### src/rtl/mc_ctrl.sv
// mc_ctrl: multi-cycle control FSM for the MIPS-subset CPU; define OVF_TRAP_EN to trap signed overflow on add/addi
`ifndef ALU_OP_ADD
`define ALU_OP_ADD 2'd0
`endif
`ifndef ALU_OP_SUB
`define ALU_OP_SUB 2'd1
`endif
`ifndef ALU_OP_OR
`define ALU_OP_OR 2'd2
`endif
`ifndef ALU_OP_LUI
`define ALU_OP_LUI 2'd3
`endif

module mc_ctrl (
    input  logic        clk_i,
    input  logic        rst_n_i,
    input  logic [31:0] instr_i,
    input  logic        alu_zero_i,
    input  logic        alu_positive_i,
    input  logic        alu_overflow_i,
    input  logic        mem_ready_i,
    output logic        mem_re_o,
    output logic        mem_we_o,
    output logic        iord_o,
    output logic        ir_we_o,
    output logic        pc_we_o,
    output logic        reg_we_o,
    output logic [1:0]  pc_src_o,
    output logic        alu_src_a_o,
    output logic [2:0]  alu_src_b_o,
    output logic [1:0]  alu_ctl_o,
    output logic        reg_dst_o,
    output logic        mem_to_reg_o,
    output logic        illegal_o,
    output logic [31:0] retired_o
`ifdef OVF_TRAP_EN
    ,
    output logic        exc_ovf_o
`endif
);
    typedef enum logic [3:0] {
        FETCH, DECODE, EXEC_R, EXEC_I, ALU_WB, MEM_ADDR,
        MEM_RD, MEM_WB, MEM_WR, BRANCH, JUMP
    } state_t;

    state_t      state_q, state_d;
    logic [31:0] retired_q;
    logic        retire;
    logic [5:0]  op, fn;
    logic        is_r, r_ok, r_sub, r_or;
    logic        is_addi, is_addiu, is_ori, is_lui, is_alui;
    logic        is_lw, is_sw, is_beq, is_bgtz, is_j;
    logic        unused_bits;

    assign op        = instr_i[31:26];
    assign fn        = instr_i[5:0];
    assign is_r      = op == 6'h00;
    assign r_sub     = fn == 6'h22 || fn == 6'h23;
    assign r_or      = fn == 6'h25;
    assign r_ok      = is_r && (fn == 6'h20 || fn == 6'h21 || r_sub || r_or);
    assign is_addi   = op == 6'h08;
    assign is_addiu  = op == 6'h09;
    assign is_ori    = op == 6'h0D;
    assign is_lui    = op == 6'h0F;
    assign is_alui   = is_addi || is_addiu || is_ori || is_lui;
    assign is_lw     = op == 6'h23;
    assign is_sw     = op == 6'h2B;
    assign is_beq    = op == 6'h04;
    assign is_bgtz   = op == 6'h07;
    assign is_j      = op == 6'h02;
    assign retired_o = retired_q;

`ifdef OVF_TRAP_EN
    logic ovf_q;
    assign unused_bits = ^instr_i[25:6];
`else
    assign unused_bits = ^{instr_i[25:6], alu_overflow_i};
`endif

    // Next state and per-state datapath controls; everything idles at zero while in reset
    always_comb begin
        state_d      = state_q;
        retire       = 1'b0;
        mem_re_o     = 1'b0;
        mem_we_o     = 1'b0;
        iord_o       = 1'b0;
        ir_we_o      = 1'b0;
        pc_we_o      = 1'b0;
        reg_we_o     = 1'b0;
        pc_src_o     = 2'd0;
        alu_src_a_o  = 1'b0;
        alu_src_b_o  = 3'd0;
        alu_ctl_o    = `ALU_OP_ADD;
        reg_dst_o    = 1'b0;
        mem_to_reg_o = 1'b0;
        illegal_o    = 1'b0;
`ifdef OVF_TRAP_EN
        exc_ovf_o    = 1'b0;
`endif
        if (rst_n_i) begin
            case (state_q)
                FETCH: begin
                    mem_re_o    = 1'b1;
                    alu_src_b_o = 3'd1;
                    ir_we_o     = mem_ready_i;
                    pc_we_o     = mem_ready_i;
                    state_d     = mem_ready_i ? DECODE : FETCH;
                end
                DECODE: begin
                    alu_src_b_o = 3'd3;
                    illegal_o   = !(r_ok || is_alui || is_lw || is_sw || is_beq || is_bgtz || is_j);
                    state_d     = r_ok              ? EXEC_R   :
                                  is_alui           ? EXEC_I   :
                                  is_lw || is_sw    ? MEM_ADDR :
                                  is_beq || is_bgtz ? BRANCH   :
                                  is_j              ? JUMP     : FETCH;
                end
                EXEC_R: begin
                    alu_src_a_o = 1'b1;
                    alu_ctl_o   = r_sub ? `ALU_OP_SUB : r_or ? `ALU_OP_OR : `ALU_OP_ADD;
                    state_d     = ALU_WB;
                end
                EXEC_I: begin
                    alu_src_a_o = 1'b1;
                    alu_src_b_o = is_ori || is_lui ? 3'd4 : 3'd2;
                    alu_ctl_o   = is_ori ? `ALU_OP_OR : is_lui ? `ALU_OP_LUI : `ALU_OP_ADD;
                    state_d     = ALU_WB;
                end
                ALU_WB: begin
`ifdef OVF_TRAP_EN
                    reg_we_o  = !ovf_q;
                    exc_ovf_o = ovf_q;
`else
                    reg_we_o  = 1'b1;
`endif
                    reg_dst_o = is_r;
                    retire    = 1'b1;
                    state_d   = FETCH;
                end
                MEM_ADDR: begin
                    alu_src_a_o = 1'b1;
                    alu_src_b_o = 3'd2;
                    state_d     = is_lw ? MEM_RD : MEM_WR;
                end
                MEM_RD: begin
                    mem_re_o = 1'b1;
                    iord_o   = 1'b1;
                    state_d  = mem_ready_i ? MEM_WB : MEM_RD;
                end
                MEM_WB: begin
                    reg_we_o     = 1'b1;
                    mem_to_reg_o = 1'b1;
                    retire       = 1'b1;
                    state_d      = FETCH;
                end
                MEM_WR: begin
                    mem_we_o = 1'b1;
                    iord_o   = 1'b1;
                    retire   = mem_ready_i;
                    state_d  = mem_ready_i ? FETCH : MEM_WR;
                end
                BRANCH: begin
                    alu_src_a_o = 1'b1;
                    alu_src_b_o = is_beq ? 3'd0 : 3'd5;
                    alu_ctl_o   = `ALU_OP_SUB;
                    pc_src_o    = 2'd1;
                    pc_we_o     = is_beq ? alu_zero_i : alu_positive_i;
                    retire      = 1'b1;
                    state_d     = FETCH;
                end
                JUMP: begin
                    pc_we_o  = 1'b1;
                    pc_src_o = 2'd2;
                    retire   = 1'b1;
                    state_d  = FETCH;
                end
                default: state_d = FETCH;
            endcase
        end
    end

    // State register and retired-instruction counter; reset abandons the instruction in flight
    always_ff @(posedge clk_i) begin
        if (!rst_n_i) begin
            state_q   <= FETCH;
            retired_q <= '0;
        end else begin
            state_q <= state_d;
            if (retire)
                retired_q <= retired_q + 32'd1;
        end
    end

`ifdef OVF_TRAP_EN
    // Capture signed overflow of add/addi during execute so write-back can suppress the write
    always_ff @(posedge clk_i) begin
        if (!rst_n_i)
            ovf_q <= 1'b0;
        else if (state_q == EXEC_R || state_q == EXEC_I)
            ovf_q <= alu_overflow_i && ((is_r && fn == 6'h20) || is_addi);
    end
`endif

endmodule

### config.mk
export PLATFORM = sky130hd
export DESIGN_NAME = mc_ctrl
export DESIGN_NICKNAME = d
export VERILOG_FILES = /design/src/rtl/mc_ctrl.sv
export SDC_FILE = /design/constraint.sdc
export NUM_CORES = 1
export LEC_CHECK = 0
export ABC_AREA = 1
export ABC_CLOCK_PERIOD_IN_PS = 4580
export CAP_MARGIN = 20
export CORE_ASPECT_RATIO = 1.4
export CORE_UTILIZATION = 50
export CTS_CLUSTER_DIAMETER = 30
export DETAILED_ROUTE_END_ITERATION = 7
export HOLD_SLACK_MARGIN = 0.15
export PLACE_DENSITY = 0.85
export REMOVE_ABC_BUFFERS = 1
export SLEW_MARGIN = 25
export SYNTH_ARGS = -nofsm -noshare
export SYNTH_HDL_FRONTEND = slang
export SYNTH_SLANG_ARGS = --single-unit
### constraint.sdc
create_clock -name clk_i -period 4.58 [get_ports clk_i]
set_input_delay 0.687 -clock clk_i [delete_from_list [all_inputs] [get_ports clk_i]]
set_output_delay 0.687 -clock clk_i [all_outputs]
set_load 0.01 [all_outputs]
Word level (Yosys, flattened, before mapping)

Index checks and enable logic that the tools add are counted.

Bits of input ports: 38
Logic and storage cells: 98
Output and inout bits: 49
Register bits: 36

Reduce and logical (&&, ||, !) cells: 26
Muxes and demuxes: 45
Eq/ne operators: 24
$add $sub $neg: 1

Operators with widths:

| operator              | number |
|---|---|
| $eq 6x6->1 const B    | 7 |
| $add 32x1->32 const B | 1 |
| $mux 4                | 7 |
| $eq 6x4->1 const B    | 4 |
| $pmux 4 s6            | 1 |
| $mux 1                | 23 |
| $eq 4x3->1 const B    | 4 |
| $logic_or 1x1->1      | 16 |
| $pmux 3 s5            | 1 |
| $eq 4x4->1 const B    | 3 |
| $eq 6x3->1 const B    | 2 |
| $mux 2                | 6 |
| $mux 3                | 3 |
| $eq 4x2->1 const B    | 2 |
| $reduce_or 2->1       | 4 |
| $reduce_or 4->1       | 2 |
| $eq 6x2->1 const B    | 1 |
| $logic_not 6->1       | 1 |
| $pmux 2 s3            | 1 |
| $eq 4x1->1 const B    | 1 |
| $logic_not 4->1       | 1 |
| $pmux 2 s2            | 1 |
| $pmux 1 s3            | 1 |
| $pmux 1 s2            | 1 |
| other kinds (2)       | 2 |

Logic depth before layout (Yosys ltp)

Gate-level depths: netlist (run 1).

Depth after elaboration: 14
Depth in mapped cells: 10
Depth with buffers taken out: 10

Worst setup path before layout (run 1)

OpenSTA, ideal clock, no wires.

Kind: input-to-output
From: input instr_i[31]
To: output pc_we_o
Slack: 2.431 ns
Cell stages on the path: 5
Arrival: 1.462 ns
Buffers on the path: 0
Data required time: 3.893 ns
Cell sequence: nor2_1 nand3b_1 nor2_1 o21ai_0 a21oi_1

Longest elaborated chain between the ends: 4

RTL lines:

| what        | RTL line | RTL |
|---|---|---|
| from (decl) | 18       | `input logic [31:0] instr_i,` |
| $eq 6x3->1  | 69       | `assign is_beq = op == 6'h04;` |
| $mux 1      | 168      | `pc_we_o = is_beq ? alu_zero_i : alu_positive_i;` |
| $pmux 1 s3  | 102      | `case (state_q)` |
| $mux 1      | 101      | `if (rst_n_i) begin` |
| to (decl)   | 27       | `output logic pc_we_o,` |

No other way between the ends.

Worst setup path after layout (run 1)

Same ends and word-level chain as after synthesis.

==> summary.md, run 1 <==
| Metric | Value |
|---|---|
| Global-route usage over all layers | 0.280 |
| Final layout net count | roughly 570 |
| Number of levels in the clock H-tree | 2 |
| Period minus WS final | 3.31 ns |
| Top post-synthesis cells by area | sky130_fd_sc_hd__dfxtp_1 27%, sky130_fd_sc_hd__nand2_1 23%, sky130_fd_sc_hd__nor2_1 14% |
| Transition time at the pin with the least slew margin | between 0.7 and 0.8 ns |
| Via count of the first global-routing pass | between 2000 and 3000 |
| Synth unique cells | 32 |
| Type of the worst setup path | in -> out |
| Total buffers and inverters traversed by the critical path | 2 |
| Cell area after technology mapping | roughly 2600 um2 |
| Delay contributed by the slowest stage of the critical path | ~0.56 ns |
| Met1 usage | 0.294 |
| Setup repair after global routing missed its margin | no |
| Required time worst endpoint | around 4 ns |
| Antenna violations before repair | 0 |
| Vert. Die Dim | just under 90 um |
| Clock Pin Slew Worst Setup and Hold Paths | approximately 0.070 ns |
| Sort of element at the start of the critical path | primary input |
| # DRC | 0 |
| Worst clock skew | just over 0.009 ns |
| Worst Hold Path EP | retired_o[31]$_SDFFE_PN0P_ |
| Synthesized area per cell | about 5.6 um2 |
| Power per Cell Area | about 180 nW/um2 |
| Top library cells by usage in the layout, fill and taps aside | 160 x sky130_fd_sc_hd__nand2_1, 95 x sky130_fd_sc_hd__nor2_1, 65 x sky130_fd_sc_hd__clkdlybuf4s50_1 |
| TritonCTS clock tree | yes |
| Detailed router's first-iteration violation count | 205 |
| Cells after Synth | between 400 and 500 |
| Top-area cell type share of the netlist area | 0.275 |
| Post-DP HPWL | about 5600 um |
| Final worst path period share | 0.722 |
| Cell count after placement | approximately 590 |
| Share of post-route cells with drive strength above 1 | 0.0336 |
| Source of the worst register-to-register timing path | retired_o[0]$_SDFFE_PN0P_ |
| Vias post-DR | between 3000 and 4000 |
| Final count of hold timing violations | 0 |
| Largest buffer count on any clock path | 2 |
| Starting density of the core | 0.529 |
| Average detailed-routed wire length per instance | roughly 13 um |
| Cell with the biggest individual delay on the critical path | sky130_fd_sc_hd__clkdlybuf4s50_1 |
| Die Outline Area | ~5500 um2 |
| Launch point of the worst hold path | retired_o[31]$_SDFFE_PN0P_ |
| Met2 Track Usage GR | 0.540 |
| Hold WC Path Type | reg -> reg |
| First drt pass iteration count | 7 |
| Worst Hold Margin | about 0.51 ns |
| Worst-path cell chain | clkdlybuf4s50_1 > nor2_1 > nand3b_1 > nor2_1 > o21ai_0 > a21oi_1 > clkdlybuf4s50_1 |
| Sum of negative setup slack | 0 ns |
| Count of final setup violators | 0 |
| Horizontal extent of the die | approximately 63 um |
| Number of placement rows | 30 |
| I/O pin cnt | 87 |
| Number of inserted diodes | 0 |
| Yosys warnings | 0 |
| Number of max-capacitance violations reported | 0 |
| Wire length of the first global-routing pass | 12300 um |
| Number of cells on the worst hold path | 2 |
| Total congestion overflow after global routing | 0 |
| Data arrival, critical path | about 2.6 ns |
| Total clock sinks | 36 |
| Worst reg-to-reg setup slack | between 2 and 3 ns |
| Leading cell type in the layout, fill and taps excluded | sky130_fd_sc_hd__nand2_1 |
| Final Max Tran Viols | 0 |
| Static leakage power | ~0.0013 uW |
| Clock buffer count from CTS | 5 |
| Std-Cell Core Area | 4950 um2 |
| Maximum vdd ir drop | 0.0931 mV |
| Reg2Reg Capture Point | retired_o[14]$_SDFFE_PN0P_ |
| Maximum number of pins on one net before global-route repair | 41 |
| Result of the run | completed |
| Count of cells resized by post-cts repair | 0 |
| Fillcell total | 481 |
| Fmax | about 300 MHz |
| Most heavily used metal layer in global routing | met2 |
| Highest net fanout along the worst path | 4 |
| Flops & latches, synth | 36 |
| Share of the yosys chip area belonging to registers | 0.275 |
| Number of input and output port buffers inserted | 65 |
| Wire length after detailed routing | approximately 7500 um |
| Post-CTS repair timing setup buffer count | 0 |
| Clk Tree Root Cell | sky130_fd_sc_hd__clkbuf_8 |
| P&R area growth vs syn | 29.5% |
| Kind of cell with the highest combined delay on the critical path | buffers and inverters |
| Cts-stage hold buffer count | 0 |
| Met3 track demand over resource in global routing | 0.0456 |
| Post-synth top area cell | sky130_fd_sc_hd__dfxtp_1 |
| Detail Route Antenna Nets | 0 |
| Slew margin rel. | 0.530 |
| Average vias per placed instance | 5.26 |
| Latest clock arrival within the worst-skew pair | 0.29 ns |
| Routability congestion estimate from global placement | around 0.94 |
| Post-layout instance count excluding filler cells | 599 |
| Worst-case reg-to-reg path depth | 8 |
| Crit path capture type | output pin |
## where the power goes
group | internal, uW | switching [uW] | total, uW
registers | 314 | 1.00 | 315
logic | 25.9 | 31.5 | 57.3
clock network | 123 | 113 | 235
total | 462 | 145 | 608
## final cells by class
cell class / count / area (um2) / area share
Sequential cell: 36 / 721 / 0.212
Timing Repair Buffer: 66 / 658 / 0.194
Tap cell: 64 / 80.1 / 0.0236
Inverter: 60 / 230 / 0.0678
Clock buffer: 8 / 90.1 / 0.0265
Multi-Input combinational cell: 365 / 1620 / 0.476
## worst min-delay path, stage by stage, from the launching register on
cell and delay, ns:
sky130_fd_sc_hd__dfxtp_1 0.34, sky130_fd_sc_hd__nand2_1 0.07, sky130_fd_sc_hd__a21oi_1 0.05
## metrics by stage
step                      setup WS [ns]   util  instance area (um2)  power, uW
after floorplan                    2.43      -                 2570        347
after global placement             1.29  0.667                 3310        379
after detailed placement           1.28  0.667                 3310        379
after CTS                          1.29  0.685                 3400        612
after global routing               1.07  0.685                 3400        629
final                              1.27  0.685                 3400        608
## per-layer routing
metal  vias up  share of wire
met3        20          0.056
met2       115           0.52
met1      1416           0.39
met5         -              0
li1       1602              -
met4         0          0.036
## worst max path at each step
stage	startpoint	slack [ns]	end	cells past startpoint
2_1_floorplan	instr_i[31]	2.43	pc_we_o	5
3_3_place_gp	rst_n_i	1.29	mem_to_reg_o	5
3_5_place_dp	instr_i[31]	1.28	pc_we_o	7
4_1_cts	instr_i[31]	1.29	pc_we_o	7
5_1_grt	instr_i[31]	1.07	pc_we_o	7
6_report	instr_i[31]	1.27	pc_we_o	7
## flip-flops by register name, indices dropped and copies added (netlist names)
register and count:
retired_o 32, state_q 4
## synth_stat cells
cell / instances
sky130_fd_sc_hd__nand2_1: 160
sky130_fd_sc_hd__nor2_1: 95
sky130_fd_sc_hd__inv_1: 57
sky130_fd_sc_hd__dfxtp_1: 36
sky130_fd_sc_hd__a21oi_1: 30
sky130_fd_sc_hd__nand3_1: 25
sky130_fd_sc_hd__o21ai_0: 10
sky130_fd_sc_hd__nand4_1: 9
sky130_fd_sc_hd__nor3_1: 7
sky130_fd_sc_hd__xor2_1: 7
sky130_fd_sc_hd__a31oi_1: 5
sky130_fd_sc_hd__clkbuf_1: 4
sky130_fd_sc_hd__buf_6: 2
sky130_fd_sc_hd__inv_2: 2
sky130_fd_sc_hd__nand3b_1: 2
sky130_fd_sc_hd__nor2_2: 2
sky130_fd_sc_hd__xnor2_1: 2
sky130_fd_sc_hd__a21oi_2: 1
sky130_fd_sc_hd__and2_1: 1
sky130_fd_sc_hd__buf_1: 1
sky130_fd_sc_hd__buf_2: 1
sky130_fd_sc_hd__buf_4: 1
sky130_fd_sc_hd__ha_1: 1
sky130_fd_sc_hd__inv_6: 1
sky130_fd_sc_hd__nand2_2: 1
sky130_fd_sc_hd__nand2_4: 1
sky130_fd_sc_hd__nand3_4: 1
sky130_fd_sc_hd__nor2_4: 1
sky130_fd_sc_hd__nor3b_1: 1
sky130_fd_sc_hd__o211ai_1: 1
sky130_fd_sc_hd__o21a_1: 1
sky130_fd_sc_hd__o21ai_2: 1
## cells by family after synthesis
logic type	after synthesis	share of synthesized area
AOI/OAI and AO/OA	49	0.101
xor gates and xnor gates	9	0.0301
adders and majority gates	1	0.00477
buffers and inverters	69	0.108
DFF	36	0.275
and+or+nand+nor	306	0.481
Power figures use the tool's default switching activity.
==> run 2: changes to the inputs <==
--- a/config.mk
+++ b/config.mk
@@ -6,14 +6,14 @@
 export NUM_CORES = 1
 export LEC_CHECK = 0
 export ABC_AREA = 1
-export ABC_CLOCK_PERIOD_IN_PS = 4580
+export ABC_CLOCK_PERIOD_IN_PS = 3000
 export CAP_MARGIN = 20
 export CORE_ASPECT_RATIO = 1.4
-export CORE_UTILIZATION = 50
+export CORE_UTILIZATION = 42
 export CTS_CLUSTER_DIAMETER = 30
 export DETAILED_ROUTE_END_ITERATION = 7
 export HOLD_SLACK_MARGIN = 0.15
-export PLACE_DENSITY = 0.85
+export PLACE_DENSITY = 0.76
 export REMOVE_ABC_BUFFERS = 1
 export SLEW_MARGIN = 25
 export SYNTH_ARGS = -nofsm -noshare
==> constraint.sdc (replaced) <==
create_clock -name clk_i -period 3 [get_ports clk_i]
set_input_delay 0.45 -clock clk_i [delete_from_list [all_inputs] [get_ports clk_i]]
set_output_delay 0.45 -clock clk_i [all_outputs]
set_load 0.01 [all_outputs]
==> summary.md, run 2 (synthesis gave the netlist of run 1 again) <==
| Metric | Value |
|---|---|
| Result of the run | completed (unchanged) |
| Required time worst endpoint | 2.55 ns (was 3.89 ns) |
| Number of placement rows | 33 (was 30) |
| Power per Cell Area | 290 nW/um2 (was 179 nW/um2) |
| Leading cell type in the layout, fill and taps excluded | sky130_fd_sc_hd__nand2_1 (unchanged) |
| Fmax | about 360 MHz |
| Share of post-route cells with drive strength above 1 | 0.0391 (was 0.0336) |
| Number of max-capacitance violations reported | 0 (unchanged) |
| Antenna violations before repair | 0 (unchanged) |
| Worst-case reg-to-reg path depth | 9 (was 8) |
| Post-DP HPWL | 5670 um (was 5640 um) |
| Clock buffer count from CTS | 5 (unchanged) |
| Final layout net count | 575 (was 573) |
| Final count of hold timing violations | 0 (unchanged) |
| Data arrival, critical path | 2.30 ns (was 2.62 ns) |
| Top library cells by usage in the layout, fill and taps aside | 160 x sky130_fd_sc_hd__nand2_1, 95 x sky130_fd_sc_hd__nor2_1, 65 x sky130_fd_sc_hd__clkdlybuf4s50_1 (unchanged) |
| Delay contributed by the slowest stage of the critical path | 0.50 ns (was 0.56 ns) |
| Number of inserted diodes | 0 (unchanged) |
| Number of levels in the clock H-tree | 2 (unchanged) |
| Clk Tree Root Cell | sky130_fd_sc_hd__clkbuf_8 (unchanged) |
| Std-Cell Core Area | 5950 um2 (was 4950 um2) |
| Reg2Reg Capture Point | retired_o[18]$_SDFFE_PN0P_ (was retired_o[14]$_SDFFE_PN0P_) |
| Worst-path cell chain | clkdlybuf4s50_1 > nor2_1 > nand3b_1 > o21ai_0 > a31oi_1 > clkdlybuf4s50_1 (was clkdlybuf4s50_1 > nor2_1 > nand3b_1 > nor2_1 > o21ai_0 > a21oi_1 > clkdlybuf4s50_1) |
| Detailed router's first-iteration violation count | 211 (was 205) |
| Worst reg-to-reg setup slack | 1.13 ns (was 2.61 ns) |
| Detail Route Antenna Nets | 0 (unchanged) |
| Static leakage power | 0.00128 uW (was 0.00126 uW) |
| Fillcell total | 625 (was 481) |
| Largest buffer count on any clock path | 2 (unchanged) |
| Worst Hold Path EP | retired_o[1]$_SDFFE_PN0P_ (was retired_o[31]$_SDFFE_PN0P_) |
| Total congestion overflow after global routing | 0 (unchanged) |
| # DRC | 0 (unchanged) |
| TritonCTS clock tree | yes (unchanged) |
| Count of final setup violators | 0 (unchanged) |
| Launch point of the worst hold path | retired_o[1]$_SDFFE_PN0P_ (was retired_o[31]$_SDFFE_PN0P_) |
| Average detailed-routed wire length per instance | 12.2 um (was 12.5 um) |
| Global-route usage over all layers | 0.243 (was 0.280) |
| Sum of negative setup slack | 0 ns (unchanged) |
| Worst clock skew | 0.00763 ns (was 0.00907 ns) |
| Clock Pin Slew Worst Setup and Hold Paths | 0.07 ns (about the same) |
| Vert. Die Dim | 95.5 um (was 87.7 um) |
| Total buffers and inverters traversed by the critical path | 2 (unchanged) |
| Fraction of the core area covered by cells at the end of the flow | 0.578 (was 0.685) |
| I/O pin cnt | 87 (unchanged) |
| Wire length after detailed routing | 7430 um (was 7520 um) |
| Die Outline Area | 6570 um2 (was 5540 um2) |
| Post-CTS repair timing setup buffer count | 0 (unchanged) |
| Setup repair after global routing missed its margin | no (unchanged) |
| Highest net fanout along the worst path | 4 (unchanged) |
| Cell with the biggest individual delay on the critical path | sky130_fd_sc_hd__clkdlybuf4s50_1 (unchanged) |
| Final Max Tran Viols | 0 (unchanged) |
| Latest clock arrival within the worst-skew pair | 0.29 ns (about the same) |
| Kind of cell with the highest combined delay on the critical path | buffers and inverters (unchanged) |
| Average vias per placed instance | 5.11 (was 5.26) |
| Final worst path period share | 0.917 |
| Type of the worst setup path | in -> out (unchanged) |
| Hold WC Path Type | reg -> reg (unchanged) |
| Source of the worst register-to-register timing path | retired_o[0]$_SDFFE_PN0P_ (unchanged) |
| Critical path's most frequent cell | sky130_fd_sc_hd__clkdlybuf4s50_1 |
| First drt pass iteration count | 4 (was 7) |
| Crit path capture type | output pin (unchanged) |
| Starting density of the core | 0.441 (was 0.529) |
| Total clock sinks | 36 (unchanged) |
| Vias post-DR | 3101 (was 3153) |
| Number of cells on the worst hold path | 2 (unchanged) |
| Via count of the first global-routing pass | 2797 (was 2844) |
| Count of cells resized by post-cts repair | 0 (unchanged) |
| Routability congestion estimate from global placement | 0.903 (was 0.935) |
| Cts-stage hold buffer count | 0 (unchanged) |
| Slew margin rel. | 0.747 (was 0.530) |
| P&R area growth vs syn | 31.1% (was 29.5%) |
| Largest register FFs | 32 (unchanged) |
| Maximum number of pins on one net before global-route repair | 24 (was 41) |
| Number of input and output port buffers inserted | 65 (unchanged) |
| Transition time at the pin with the least slew margin | 0.376 ns (was 0.703 ns) |
| Wire length of the first global-routing pass | 12000 um (was 12300 um) |
| Period minus WS final | around 2.8 ns |
| Maximum vdd ir drop | 0.148 mV (was 0.0931 mV) |
| Sort of element at the start of the critical path | primary input (unchanged) |
| Horizontal extent of the die | 68.8 um (was 63.2 um) |
## run 2: worst max-delay path by stage
stage | startpoint | endpoint | depth (start not counted) | slack [ns]
final | instr_i[31] | alu_src_b_o[0] | 6 | 0.25
after global routing | instr_i[31] | pc_we_o | 7 | 0.16
after CTS | instr_i[31] | pc_we_o | 7 | 0.26
after detailed placement | instr_i[31] | pc_we_o | 7 | 0.26
after global placement | instr_i[31] | alu_src_b_o[0] | 6 | 0.27
after floorplan | instr_i[31] | pc_we_o | 5 | 1.32
## run 2: per-stage QoR
| step | hold slack (ns) | instance area (um2) | instances | worst slack [ns] | power, uW |
|---|---|---|---|---|---|
| 6_report | 0.503 | 3440 | 607 | 0.248 | 996 |
| 5_1_grt | 0.530 | 3440 | 607 | 0.157 | 1030 |
| 4_1_cts | 0.505 | 3440 | 607 | 0.258 | 1010 |
| 3_5_place_dp | 0.493 | 3330 | 599 | 0.260 | 581 |
| 3_3_place_gp | 0.490 | 3330 | 599 | 0.270 | 580 |
| 2_1_floorplan | 0.510 | 2570 | 461 | 1.32 | 529 |
## run 2: worst register-to-register path, stage by stage, from the launching register on
cell and delay, ns:
sky130_fd_sc_hd__dfxtp_1 0.47, sky130_fd_sc_hd__ha_1 0.28, sky130_fd_sc_hd__nand3_1 0.13, sky130_fd_sc_hd__nor2_1 0.27
sky130_fd_sc_hd__nand4_1 0.21, sky130_fd_sc_hd__inv_1 0.18, sky130_fd_sc_hd__nand3_1 0.09, sky130_fd_sc_hd__nand2_1 0.07
sky130_fd_sc_hd__inv_1 0.03, sky130_fd_sc_hd__nor2_1 0.09
## run 2: final cells by class
| class | instances | area (um2) | share of cell area |
|---|---|---|---|
| Tap cell | 70 | 87.6 | 0.0255 |
| Timing Repair Buffer | 68 | 673 | 0.196 |
| Sequential cell | 36 | 721 | 0.210 |
| Clock inverter | 2 | 35.0 | 0.0102 |
| Multi-Input combinational cell | 365 | 1620 | 0.471 |
| Clock buffer | 6 | 72.6 | 0.0211 |
| Inverter | 60 | 230 | 0.0670 |
## run 2: routing by layer
layer,vias to the layer above,track usage,wire length (um)
met5,-,0,0
met4,0,0.133,295
met3,20,0.0443,350
met2,97,0.435,3820
met1,1380,0.260,2970
li1,1604,-,-
## run 2: report_power, final
part	switching, uW	internal [uW]
combinational	47.6	41.3
clock	180	247
sequential	1.59	479
